### src/rtl/fetch_pkg.sv
// Shared definitions for the fetch stage: widths, reset PC, opcode map, FSM encoding.
// Optional performance counters in fetch_unit are enabled with the FETCH_PERF_EN macro.
package fetch_pkg;

    localparam int ADDR_W  = 12;
    localparam int INSTR_W = 16;

    localparam logic [ADDR_W-1:0] RESET_PC = 12'h000;

    localparam logic [3:0] OP_ALU_LO  = 4'h0;
    localparam logic [3:0] OP_ALU_HI  = 4'h7;
    localparam logic [3:0] OP_IMM_LO  = 4'h8;
    localparam logic [3:0] OP_IMM_HI  = 4'hB;
    localparam logic [3:0] OP_NOWR_LO = 4'hC;
    localparam logic [3:0] OP_NOWR_HI = 4'hE;
    localparam logic [3:0] OP_HALT    = 4'hF;

    typedef enum logic [1:0] {
        ST_IDLE   = 2'd0,
        ST_RUN    = 2'd1,
        ST_HALTED = 2'd2
    } fetch_state_e;

    function automatic logic op_is_imm(input logic [3:0] op);
        return (op >= OP_IMM_LO) && (op <= OP_IMM_HI);
    endfunction

    // Register-reg and immediate ALU ops both write back; 0xC and above do not.
    function automatic logic op_writes_reg(input logic [3:0] op);
        return op <= OP_IMM_HI;
    endfunction

endpackage

### src/rtl/fetch_skid_fifo.sv
// Two-entry queue of {PC, instruction} words between the ROM and execute.
// Flush clears the queue after any same-cycle pop; head is presented combinationally.
module fetch_skid_fifo
    import fetch_pkg::*;
#(
    parameter int W = ADDR_W + INSTR_W
) (
    input  logic         clk,
    input  logic         rst_n,
    input  logic         push_i,
    input  logic [W-1:0] data_i,
    input  logic         pop_i,
    input  logic         flush_i,
    output logic [W-1:0] head_o,
    output logic [1:0]   count_o
);

    logic [W-1:0] mem_q [2];
    logic         rd_ptr_q;
    logic         wr_ptr_q;
    logic [1:0]   count_q;
    logic         pop_ok;

    assign pop_ok  = pop_i && (count_q != 2'd0);
    assign head_o  = mem_q[rd_ptr_q];
    assign count_o = count_q;

    always_ff @(posedge clk or negedge rst_n) begin
        if (!rst_n) begin
            rd_ptr_q <= 1'b0;
            wr_ptr_q <= 1'b0;
            count_q  <= 2'd0;
            for (int i = 0; i < 2; i++) mem_q[i] <= '0;
        end else if (flush_i) begin
            rd_ptr_q <= 1'b0;
            wr_ptr_q <= 1'b0;
            count_q  <= 2'd0;
        end else begin
            if (push_i) begin
                mem_q[wr_ptr_q] <= data_i;
                wr_ptr_q        <= ~wr_ptr_q;
            end
            if (pop_ok) rd_ptr_q <= ~rd_ptr_q;
            count_q <= count_q + {1'b0, push_i} - {1'b0, pop_ok};
        end
    end

endmodule

### src/rtl/fetch_unit.sv
// Instruction fetch stage: drives the PC into a 1-cycle ROM, queues returned words, handles
// branch redirects and HALT. Define FETCH_PERF_EN to add pop/stall performance counters.
module fetch_unit
    import fetch_pkg::*;
(
    input  logic               clk,
    input  logic               rst_n,
    input  logic               start_i,
    output logic [ADDR_W-1:0]  imem_addr_o,
    input  logic [INSTR_W-1:0] imem_data_i,
    input  logic               br_taken_i,
    input  logic [ADDR_W-1:0]  br_target_i,
    output logic               out_valid_o,
    input  logic               out_ready_i,
    output logic [ADDR_W-1:0]  out_pc_o,
    output logic [3:0]         out_opcode_o,
    output logic [3:0]         out_opa_o,
    output logic [3:0]         out_opb_o,
    output logic [3:0]         out_opc_o,
    output logic [11:0]        out_addrimm_o,
    output logic               out_isimm_o,
    output logic               out_wen_o,
`ifdef FETCH_PERF_EN
    output logic [15:0]        perf_issued_o,
    output logic [15:0]        perf_stall_o,
`endif
    output logic               halted_o
);

    fetch_state_e              state_q, state_d;
    logic [ADDR_W-1:0]         pc_q, pc_d;
    logic                      infl_q, infl_d;
    logic [ADDR_W-1:0]         infl_pc_q, infl_pc_d;
    logic                      flush;
    logic                      push;
    logic                      pop;
    logic                      halt_pop;
    logic                      issue;
    logic [2:0]                occ;
    logic [1:0]                count;
    logic [ADDR_W+INSTR_W-1:0] head;
    logic [INSTR_W-1:0]        head_instr;

    assign head_instr  = head[INSTR_W-1:0];
    assign out_valid_o = (count != 2'd0);
    assign pop         = out_valid_o && out_ready_i;
    assign halt_pop    = pop && (head_instr[15:12] == OP_HALT);
    // Words already queued or in flight, minus the one leaving this cycle, must leave room.
    assign occ         = {1'b0, count} + {2'b0, infl_q} - {2'b0, pop};
    assign issue       = (occ < 3'd2);
    assign push        = infl_q && !flush;

    fetch_skid_fifo #(.W(ADDR_W + INSTR_W)) u_fifo (
        .clk     (clk),
        .rst_n   (rst_n),
        .push_i  (push),
        .data_i  ({infl_pc_q, imem_data_i}),
        .pop_i   (pop),
        .flush_i (flush),
        .head_o  (head),
        .count_o (count)
    );

    always_comb begin
        state_d   = state_q;
        pc_d      = pc_q;
        infl_d    = 1'b0;
        infl_pc_d = infl_pc_q;
        flush     = 1'b0;
        case (state_q)
            ST_IDLE: begin
                if (start_i) state_d = ST_RUN;
            end
            ST_RUN: begin
                if (halt_pop) begin
                    state_d = ST_HALTED;
                    flush   = 1'b1;
                end else if (br_taken_i) begin
                    pc_d  = br_target_i;
                    flush = 1'b1;
                end else if (issue) begin
                    pc_d      = pc_q + 1'b1;
                    infl_d    = 1'b1;
                    infl_pc_d = pc_q;
                end
            end
            ST_HALTED: begin
                if (start_i) begin
                    state_d = ST_IDLE;
                    pc_d    = RESET_PC;
                end
            end
            default: state_d = ST_IDLE;
        endcase
    end

    always_ff @(posedge clk or negedge rst_n) begin
        if (!rst_n) begin
            state_q   <= ST_IDLE;
            pc_q      <= RESET_PC;
            infl_q    <= 1'b0;
            infl_pc_q <= RESET_PC;
        end else begin
            state_q   <= state_d;
            pc_q      <= pc_d;
            infl_q    <= infl_d;
            infl_pc_q <= infl_pc_d;
        end
    end

    assign imem_addr_o   = pc_q;
    assign halted_o      = (state_q == ST_HALTED);
    assign out_pc_o      = head[ADDR_W+INSTR_W-1:INSTR_W];
    assign out_opcode_o  = head_instr[15:12];
    assign out_opa_o     = head_instr[11:8];
    assign out_opb_o     = head_instr[7:4];
    assign out_opc_o     = head_instr[3:0];
    assign out_addrimm_o = head_instr[11:0];
    assign out_isimm_o   = op_is_imm(head_instr[15:12]);
    assign out_wen_o     = op_writes_reg(head_instr[15:12]);

`ifdef FETCH_PERF_EN
    logic [15:0] perf_issued_q;
    logic [15:0] perf_stall_q;
    logic        perf_clr;
    logic        stall;

    assign perf_clr = (state_q == ST_HALTED) && start_i;
    assign stall    = (state_q == ST_RUN) && out_valid_o && !out_ready_i;

    always_ff @(posedge clk or negedge rst_n) begin
        if (!rst_n) begin
            perf_issued_q <= 16'd0;
            perf_stall_q  <= 16'd0;
        end else if (perf_clr) begin
            perf_issued_q <= 16'd0;
            perf_stall_q  <= 16'd0;
        end else begin
            if (pop && (perf_issued_q != 16'hFFFF)) perf_issued_q <= perf_issued_q + 16'd1;
            if (stall && (perf_stall_q != 16'hFFFF)) perf_stall_q <= perf_stall_q + 16'd1;
        end
    end

    assign perf_issued_o = perf_issued_q;
    assign perf_stall_o  = perf_stall_q;
`endif

endmodule
### config.mk
export PLATFORM = sky130hd
export DESIGN_NAME = fetch_unit
export DESIGN_NICKNAME = d
export VERILOG_FILES = /design/src/rtl/fetch_pkg.sv /design/src/rtl/fetch_skid_fifo.sv /design/src/rtl/fetch_unit.sv
export SDC_FILE = /design/constraint.sdc
export NUM_CORES = 1
export LEC_CHECK = 0
export BUFFER_PORTS_ARGS = -buffer_cell sky130_fd_sc_hd__buf_2
export CORE_ASPECT_RATIO = 0.8
export CORE_MARGIN = 4
export CORE_UTILIZATION = 40
export CTS_CLUSTER_DIAMETER = 120
export CTS_CLUSTER_SIZE = 24
export DETAILED_ROUTE_END_ITERATION = 16
export PLACE_DENSITY = 0.62
export SLEW_MARGIN = 15
export SYNTH_ARGS = -nofsm -noshare
export SYNTH_HDL_FRONTEND = slang
export SYNTH_SLANG_ARGS = --single-unit
### constraint.sdc
create_clock -name clk -period 5.8 [get_ports clk]
set_input_delay 0.87 -clock clk [delete_from_list [all_inputs] [get_ports clk]]
set_output_delay 0.87 -clock clk [all_outputs]
set_load 0.05 [all_outputs]
==> metrics.md <==
| Metric | Value |
|---|---|
| Synth warn | `0` |
| Fin crit period | `approximately 3.5 ns` |
| Hold buffer count at cts | `0` |
| Synth Flop Type | `dfrtp_1` |
| Clock Sinks | `87` |
| I/O Buffers | `between 80 and 90` |
| Die area | `roughly 15000 um2` |
| Critical Path Most Common Cell | `inv_1` |
| # setup viols final | `0` |
| Part of the Yosys area used for sequential elements | `between 40% and 50%` |
| Worst slew pin tran | `~0.98 ns` |
| Die W | `136 um` |
| WL/cell | `a little under 20 um` |
| RePlAce Congestion | `approximately 0.80` |
| CTS tree | `yes` |
| Clk_skew | `~0.0043 ns` |
| Vias in the first global route | `between 4000 and 5000` |
| WP data required | `roughly 6 ns` |
| Boundary Pins | `between 80 and 90` |
| Post-synth EDFFs | `0` |
| Yosys cell types | `57` |
| Post-synth net total | `582` |
| Via count | `4596` |
| Post-synth ARST share | `100%` |
| DRT antenna net count | `0` |
| Most frequent cell after synthesis | `o211ai_1` |
| Initial antenna violation count | `0` |
| H-tree depth | `3` |
| Fmax achieved | `about 290 MHz` |
| Num CTS Buffers | `9` |
| Synth Instances | `between 500 and 600` |
| Clock Tree Buf Depth | `2` |
| Final hold violations | `0` |
| Std cell rows | `36` |
| Relative slew slack | `34.4%` |
| Crit path kind | `in2reg` |
| Core footprint | `approximately 12000 um2` |
| RSZ-0062 raised after global routing | `false` |
| TritonRoute pass-1 iters | `5` |
| Crit Path Max Fanout | `13` |
| Worst min path class | `in2async` |
| Critical Path Start Type | `input port` |
| Most frequent cells after synthesis | `115 x o211ai_1, 87 x dfrtp_1, 75 x nand2_1` |
| Clock transition at the registers of the reported paths | `0.06 ns` |
| Crit path max-delay cell type | `nor3_2` |
| Latest clock arrival within the worst-skew pair | `between 0.3 and 0.4 ns` |
| Via density | `~6` |
| CTS resizes | `0` |
| Main area contributors after synthesis | `dfrtp_1 42%, o211ai_1 17%, mux2_2 6.5%` |
| WL final | `14800 um` |
| Gr usage total | `about a fifth` |
| Critical path's top delay family | `simple AND/OR/NAND/NOR gates` |
| Worst stage delay on the critical path | `roughly 0.72 ns` |
| Starting Density | `a little over two fifths` |
| Placed cells | `~750` |
| Status | `finished clean` |
| Final core occ | `around 47%` |
| DRC errors left | `0` |
| Number of fill cells | `around 1200` |
| Fin crit share | `between 50 and 60%` |
| Yosys reg bits | `87` |
| Synth Cell Area | `5200 um2` |
| Max-cap check violation count | `0` |
| Nets | `626` |
| Share of cells above drive strength 1 | `roughly a quarter` |
| Element type at the critical path end | `flip-flop` |
| First-pass GRT wire length | `around 24000 um` |
| Postcts setup bufs | `0` |
| CP cell instances | `buf_2 -> o21ai_1 -> inv_1 -> ha_1 -> inv_1 -> nand2_1 -> fa_1 -> xnor2_1 -> a31oi_4 -> nor3_2 -> mux2_2` |
| Dpl hpwl | `approximately 8900 um` |
| Gr ovfl total | `0` |
| Root Buffer Master | `clkbuf_16` |
| Post-synth top area cell | `dfrtp_1` |
| WP data arrival | `roughly 3.7 ns` |
| Area grow syn2layout | `13.0%` |
| Avg Cell Area, Syn | `~9.6 um2` |
| Slew Limit Fails | `0` |
| Final Non-Filler Cells | `between 700 and 800` |
| Initial DRC count | `422` |
| DIE HEIGHT | `110 um` |
| Synth top area share | `41.8%` |
| Number of diodes | `0` |
| CP bufs+invs | `3` |
| Largest net degree at the start of global routing | `66` |
| Post-route setup TNS | `0 ns` |
## layer usage
layer  up-vias  routed length [um]  share of wire, %  GRT usage, %
li1       2109                   -                 -             -
met1      2288                6730                46          28.1
met2       161                7000                47          31.6
met3        38                 725               4.9          4.95
met4         0                 294               2.0          5.54
met5         -                   0                 0             0
## worst paths after layout
kind	from	slack, ns	depth (start not counted)	to
worst max register to register	u_fifo.count_o[1]	2.37	10	infl_pc_q[2]
max in group asynchronous	rst_n	4.26	2	u_fifo.mem_q[37]
worst min register to register	state_q[0]	0.52	1	state_q[0]
worst max-delay path	out_ready_i	2.34	11	infl_pc_q[2]
min in group clk	state_q[0]	0.52	1	state_q[0]
worst min-delay path	rst_n	0.44	1	u_fifo.mem_q[48]
## cell families after synthesis
| logic type | Yosys count | share of synthesized area, % |
|---|---|---|
| mux | 42 | 9.02 |
| xor+xnor | 4 | 0.673 |
| buf+inv | 76 | 7.93 |
| flops | 87 | 41.8 |
| fa+ha+maj | 5 | 1.35 |
| simple gates | 120 | 10.8 |
| compound gates | 210 | 28.3 |
## flip-flops by register name, summed over array words and instances (netlist names)
name and flops:
infl_pc_q 12, imem_addr_o 12, u_fifo.wr_ptr_q 1, state_q 2
u_fifo.mem_q 56, infl_q 1, u_fifo.count_o 2, u_fifo.rd_ptr_q 1
## per-stage QoR
step           hold slack (ns)  setup WS [ns]  instance area [um2]
6_report                 0.436           2.34                 5880
3_3_place_gp             0.494           2.01                 5580
3_5_place_dp             0.513           1.94                 5580
4_1_cts                  0.449           2.30                 5880
2_1_floorplan            0.441           2.62                 5200
5_1_grt                  0.461           1.99                 5880
## cells in the final DEF (no fill, tap or decap), drive strengths merged, types with 3 or more instances in the layout
| cell | netlist | layout |
|---|---|---|
| mux2i | 3 | 3 |
| nand2 | 75 | 75 |
| inv | 11 | 11 |
| a211oi | 5 | 5 |
| mux2 | 39 | 39 |
| clkbuf | 32 | 9 |
| o21ai | 62 | 62 |
| nor2 | 11 | 11 |
| a221o | 3 | 3 |
| nor3 | 4 | 4 |
| clkinvlp | 0 | 4 |
| xnor2 | 3 | 3 |
| and3 | 3 | 3 |
| a21oi | 3 | 3 |
| nand3 | 5 | 5 |
| nand4 | 4 | 4 |
| buf | 33 | 98 |
| nand2b | 3 | 3 |
| o211ai | 115 | 115 |
| ha | 4 | 4 |
| dfrtp | 87 | 87 |
| nor2b | 5 | 5 |
| o311ai | 3 | 3 |
## final cells by class
cell class	instances	area (um2)	area share, %
inverter	11	41.3	0.702
timing repair buffer	98	518	8.81
multi-input combinational	381	2630	44.7
tap	171	214	3.64
sequential	87	2180	37.0
clock inverter	7	73.8	1.26
clock buffer	9	225	3.83
Power is not shown: default switching activity piles up to over one toggle a cycle in this logic, so the estimate is an artifact.
